[src/rtl/chnl_rx_pack.sv]
// Host-channel receive packer: gathers 32-bit host words into WIDTH-bit output words.
// Optional macro CHNL_RX_PACK_WCNT_EN adds the saturating accepted-word counter output wcnt.
module chnl_rx_pack #(
  parameter int WIDTH = 32
) (
  input  logic              clk,
  input  logic              srst,
  input  logic              rx,
  output logic              rx_ack,
  input  logic              rx_last,
  input  logic [31:0]       rx_len,
  input  logic [30:0]       rx_off,
  input  logic [31:0]       rx_data,
  input  logic              rx_data_valid,
  output logic              rx_data_ren,
  output logic              o_val,
  input  logic              o_rdy,
  output logic [WIDTH-1:0]  o_data
`ifdef CHNL_RX_PACK_WCNT_EN
  ,
  output logic [31:0]       wcnt
`endif
);

  localparam int K  = WIDTH / 32;
  localparam int PW = (K > 1) ? $clog2(K) : 1;
  localparam logic [PW-1:0] PIECE_ZERO = PW'(0);
  localparam logic [PW-1:0] PIECE_ONE  = PW'(1);
  localparam logic [PW-1:0] PIECE_LAST = PW'(K - 1);

  typedef enum logic [2:0] {
    IDLE  = 3'd0,
    ACK   = 3'd1,
    RECV  = 3'd2,
    FLUSH = 3'd3,
    DONE  = 3'd4
  } state_t;

  state_t            state, state_nxt;
  logic [31:0]       remaining;
  logic [PW-1:0]     piece;
  logic [WIDTH-1:0]  pack, pack_nxt;
  logic              out_free, accept, load_full, load_flush;

  // Framing fields the packer does not need.
  logic unused_fields;
  assign unused_fields = ^{rx_last, rx_off};

  assign out_free    = !o_val || o_rdy;
  assign rx_data_ren = (state == RECV) && (remaining != 32'd0) && ((piece != PIECE_LAST) || out_free);
  assign accept      = rx_data_ren && rx_data_valid;
  assign load_full   = accept && (piece == PIECE_LAST);
  assign load_flush  = (state == FLUSH) && out_free;

  // Pack register with the incoming word dropped into the current slice.
  always_comb begin
    pack_nxt = pack;
    for (int i = 0; i < K; i++) begin
      if (piece == PW'(i)) begin
        pack_nxt[32*i +: 32] = rx_data;
      end else begin
        pack_nxt[32*i +: 32] = pack[32*i +: 32];
      end
    end
  end

  // Next-state decode.
  always_comb begin
    state_nxt = state;
    case (state)
      IDLE: begin
        if (rx) state_nxt = ACK;
        else    state_nxt = IDLE;
      end
      ACK: begin
        if (remaining == 32'd0) state_nxt = DONE;
        else                    state_nxt = RECV;
      end
      RECV: begin
        if (remaining != 32'd0)       state_nxt = RECV;
        else if (piece == PIECE_ZERO) state_nxt = DONE;
        else                          state_nxt = FLUSH;
      end
      FLUSH: begin
        if (out_free) state_nxt = DONE;
        else          state_nxt = FLUSH;
      end
      DONE: begin
        if (!rx) state_nxt = IDLE;
        else     state_nxt = DONE;
      end
      default: state_nxt = IDLE;
    endcase
  end

  // State, counters, pack register and output register.
  always_ff @(posedge clk) begin
    if (srst) begin
      state     <= IDLE;
      remaining <= 32'd0;
      piece     <= PIECE_ZERO;
      pack      <= {WIDTH{1'b0}};
      rx_ack    <= 1'b0;
      o_val     <= 1'b0;
      o_data    <= {WIDTH{1'b0}};
    end else begin
      state  <= state_nxt;
      rx_ack <= (state_nxt == ACK);
      if ((state == IDLE) && rx) begin
        remaining <= rx_len;
        piece     <= PIECE_ZERO;
        pack      <= {WIDTH{1'b0}};
      end else if (accept) begin
        remaining <= remaining - 32'd1;
        if (piece == PIECE_LAST) begin
          piece <= PIECE_ZERO;
          pack  <= {WIDTH{1'b0}};
        end else begin
          piece <= piece + PIECE_ONE;
          pack  <= pack_nxt;
        end
      end else if (load_flush) begin
        piece <= PIECE_ZERO;
        pack  <= {WIDTH{1'b0}};
      end
      // Unfilled slices are already zero because pack clears on every load.
      if (load_full) begin
        o_val  <= 1'b1;
        o_data <= pack_nxt;
      end else if (load_flush) begin
        o_val  <= 1'b1;
        o_data <= pack;
      end else if (o_rdy) begin
        o_val  <= 1'b0;
      end
    end
  end

`ifdef CHNL_RX_PACK_WCNT_EN
  // Saturating count of accepted input words.
  always_ff @(posedge clk) begin
    if (srst) begin
      wcnt <= 32'd0;
    end else if (accept && (wcnt != 32'hFFFF_FFFF)) begin
      wcnt <= wcnt + 32'd1;
    end
  end
`endif

endmodule

[config.mk]
export PLATFORM = sky130hd
export DESIGN_NAME = chnl_rx_pack
export DESIGN_NICKNAME = d
export VERILOG_FILES = /design/src/rtl/chnl_rx_pack.sv
export SDC_FILE = /design/constraint.sdc
export NUM_CORES = 1
export LEC_CHECK = 0
export CAP_MARGIN = 40
export CORE_MARGIN = 1.5
export CORE_UTILIZATION = 40
export CTS_CLUSTER_DIAMETER = 50
export DETAILED_ROUTE_END_ITERATION = 7
export PLACE_DENSITY = 0.77
export SYNTH_ARGS = -nofsm -noshare
export SYNTH_HDL_FRONTEND = slang
export SYNTH_SLANG_ARGS = --single-unit
[constraint.sdc]
create_clock -name clk -period 2.6 [get_ports clk]
set_clock_uncertainty 0.05 [all_clocks]
set_input_delay 0.39 -clock clk [delete_from_list [all_inputs] [get_ports clk]]
set_output_delay 0.39 -clock clk [all_outputs]
set_load 0.1 [all_outputs]
==> impl_metrics.toml <==
[die]
io_pins = 136
die_y_um = 96.7
core_area_um2 = 8640
row_count = 34
die_x_um = 96.7
initial_core_util = 0.407
die_area_um2 = 9350

[drt]
wire_per_inst_um = 16.2
ant_nets = 0
viasPerCell = 5.90
drc = 0
drt-initial-drc-count = 267
via_count = 3978
firstDrtPassIters = 6
wirelength_um = 10900

[clock_tree]
cts_tree = "done"
clk-insertion-delay-late_ns = 0.35
tritoncts_num_sinks = 69
cts_max_level = 3
path_clk_slew_ns = 0.07
clockBufferDepth = 2
root_buffer = "clkbuf_8"
cts-buffers-inserted = 9

[timing]
hold_violations = 0
max_freq_ghz = 0.356
finalSetupTns_ns = -0.222
rsz0062_at_grt = "yes"
fin_ws_ns = -0.208
final-setup-viol-count = 2
min_period_ns = 2.81
fin_crit_sh = 1.08
slew_violations = 0
worst_pin_slew_ns = 0.579
relSlewSlack = 0.613

[synth]
yosys.area_share.simple = 0.309
synth-edff-count = 0
syn_avg_cell_area_um2 = 7.98
synth_compound_area_frac = 0.240
synth-xor-area-share = 0
synth_nets = 543
yosysSeqAreaShare = 0.393
synth_mux_area_frac = 0
yosys_warnings = 0
synth_ff_type = "dfxtp_1"
synth.cell_area_um2 = 3510
synth_top_family_by_area = "simple AND/OR/NAND/NOR gates"
synth_fa_ha_area_frac = 0.00712
synthArstFlopShare = 0
synth.distinct_cells = 54
syn_inst = 440
synth-seq-cells = 69

[worst_setup_path]
crit_end = "rx_data_ren"
path_buf_inv = 3
rr_worst_depth = 10
arrival_ns = 2.37
cp_slowest_cell = "or3_2"
timing.rr.start = "remaining[20]"
critical_path.startpoint_type = "register"
path_max_fanout = 5
cpLargestDelayFamily = "simple AND/OR/NAND/NOR gates"
critPathMaxStageDelay_ns = 0.50
worstPathRequired_ns = 2.16
crit_type = "reg -> out"
cp-startpoint = "remaining[20]"
timing.rr.end = "remaining[5]"
cp_num_cells = 7
crit_chain = "or3_2, or3_4, buf_4, nor3_4, buf_12, nor3_4, buf_12"
r2r_slack_ns = -0.01
cp-end-kind = "primary output"

[global_route]
grt_pass1_wl_um = 17900
antenna_found_initial = 0
grt_use_total = 0.228
grt_overflow_total = 0
grt_pass1_vias = 3742
grt_max_degree = 37

[place]
io_buffers = 103
hpwlAfterDp_um = 7350
gp_congestion = 0.890

[final_layout]
syn2layout_area_growth_pct = 46.4
utilization = 0.596
antenna_cells = 0
final_nets = 665
drive_gt1_frac = 0.223
nFillCells = 773

[worst_hold_path]
hold_path.class = "in -> reg"

[pwr]
peakVddDrop_mv = 0.255
p_leak_uw = 0.00187
p_per_area_nw_per_um2 = 578
power_uw = 2970

[run]
maxCapViolCount = 0

[status]
violations = "setup timing"
outcome = "complete, but fails checks"
[power breakdown]
group | switching [uW] | total, uW | leakage [uW] | internal [uW]
sequential | 70.2 | 1200 | 0.000565 | 1130
clock | 425 | 959 | 0.000101 | 534
combinational | 462 | 816 | 0.00120 | 354
[worst min-delay path by stage]
stage                   from       endpoint  slack (ns)  cells past startpoint
2_1_floorplan  remaining[12]  remaining[12]        0.39                      2
3_3_place_gp   remaining[16]  remaining[16]        0.41                      2
3_5_place_dp   remaining[11]  remaining[11]        0.42                      2
4_1_cts                 srst          o_val        0.38                      2
5_1_grt                 srst      o_data[5]        0.42                      2
6_report                srst          o_val        0.39                      2
[cells in the final DEF (no fill, tap or decap), types with 5 or more instances in the layout]
master / n
nor2_1: 29
or3_1: 10
nand2_1: 26
dfxtp_1: 65
nor4_1: 16
a311oi_1: 11
nor3_1: 10
a31oi_1: 6
o21ai_0: 38
nand3_1: 42
clkbuf_8: 9
clkdlybuf4s50_1: 67
a21oi_1: 39
or4_1: 8
nand2b_1: 5
o31ai_1: 9
buf_4: 70
nand4_1: 5
o211ai_1: 7
[through the flow]
| step | cells | area, um2 | setup slack [ns] | hold WS [ns] |
|---|---|---|---|---|
| floorplan | 440 | 3530 | 0.0533 | 0.386 |
| global placement | 648 | 4770 | -0.0483 | 0.406 |
| detailed placement | 649 | 4780 | -0.0547 | 0.417 |
| CTS | 668 | 5040 | -0.199 | 0.383 |
| global route | 674 | 5140 | -0.260 | 0.421 |
| finish | 674 | 5140 | -0.208 | 0.393 |
[cell usage after synthesis, types with 3 or more instances]
library cell | instances | area (um2)
a31oi_1 | 6 | 37.5
and2_1 | 3 | 18.8
dfxtp_1 | 69 | 1380
a211oi_1 | 4 | 30.0
clkbuf_1 | 25 | 93.8
a32oi_1 | 4 | 35.0
nor4b_1 | 5 | 43.8
nand4_1 | 5 | 31.3
nor2_1 | 30 | 113
or4_4 | 3 | 33.8
nand2_1 | 26 | 97.6
buf_2 | 3 | 15.0
nor3_1 | 11 | 55.1
and3_1 | 4 | 25.0
nand3_1 | 42 | 210
o211ai_1 | 7 | 52.6
or3_1 | 13 | 81.3
buf_1 | 7 | 26.3
or4_1 | 8 | 60.1
o31ai_1 | 9 | 67.6
o21ai_0 | 41 | 205
and4_1 | 3 | 26.3
a311oi_1 | 11 | 96.3
nor4_1 | 16 | 100
a21oi_1 | 39 | 195
inv_1 | 4 | 15.0
nand2b_1 | 5 | 31.3
or3_2 | 4 | 30.0
[area by class of cell]
class                      count  area, um2  share of cell area
tap                          108        135              0.0263
clock buffer                   9        124              0.0241
multi-input combinational    329       2010               0.392
clock inverter                 6       88.8              0.0173
sequential                    69       1390               0.269
timing repair buffer         149       1380               0.268
inverter                       4       15.0             0.00292
[worst reg2reg max path, cell delays in order, from the launching register on]
cell and delay (ns):
dfxtp_2 0.34, or3_2 0.50, or3_4 0.41, buf_4 0.17
nor3_4 0.24, buf_12 0.15, buf_4 0.10, buf_8 0.13
buf_12 0.12, o21ai_1 0.07, a311oi_1 0.26
[kinds of logic (layout without fill, tap and decap cells)]
group,after synthesis,after routing
flip-flops,69,69
AO/OA/AOI/OAI,135,135
adder cells (fa/ha/maj),2,2
AND/OR/NAND/NOR,192,192
buffers and inverters,42,168
[routing by layer]
layer | track usage | wire length, um
met1 | 0.302 | 4920
met2 | 0.374 | 5130
met3 | 0.0412 | 632
met4 | 0.0758 | 228
met5 | 0 | 0
[registers in the layout, summed over array words and instances, names as in the netlist]
signal	cells
o_data	32
remaining	32
state	3
o_val	1
rx_ack	1
[timing repair]
action                                  4_1_cts  5_1_grt
endpoints found under the setup margin       40       47
cloned                                        0        1
resized for setup                             7       13
pin swaps                                     5        7
setup buffers                                 4        5
hold buffers                                  0        0
No activity file was read; power rests on OpenSTA's default activity.
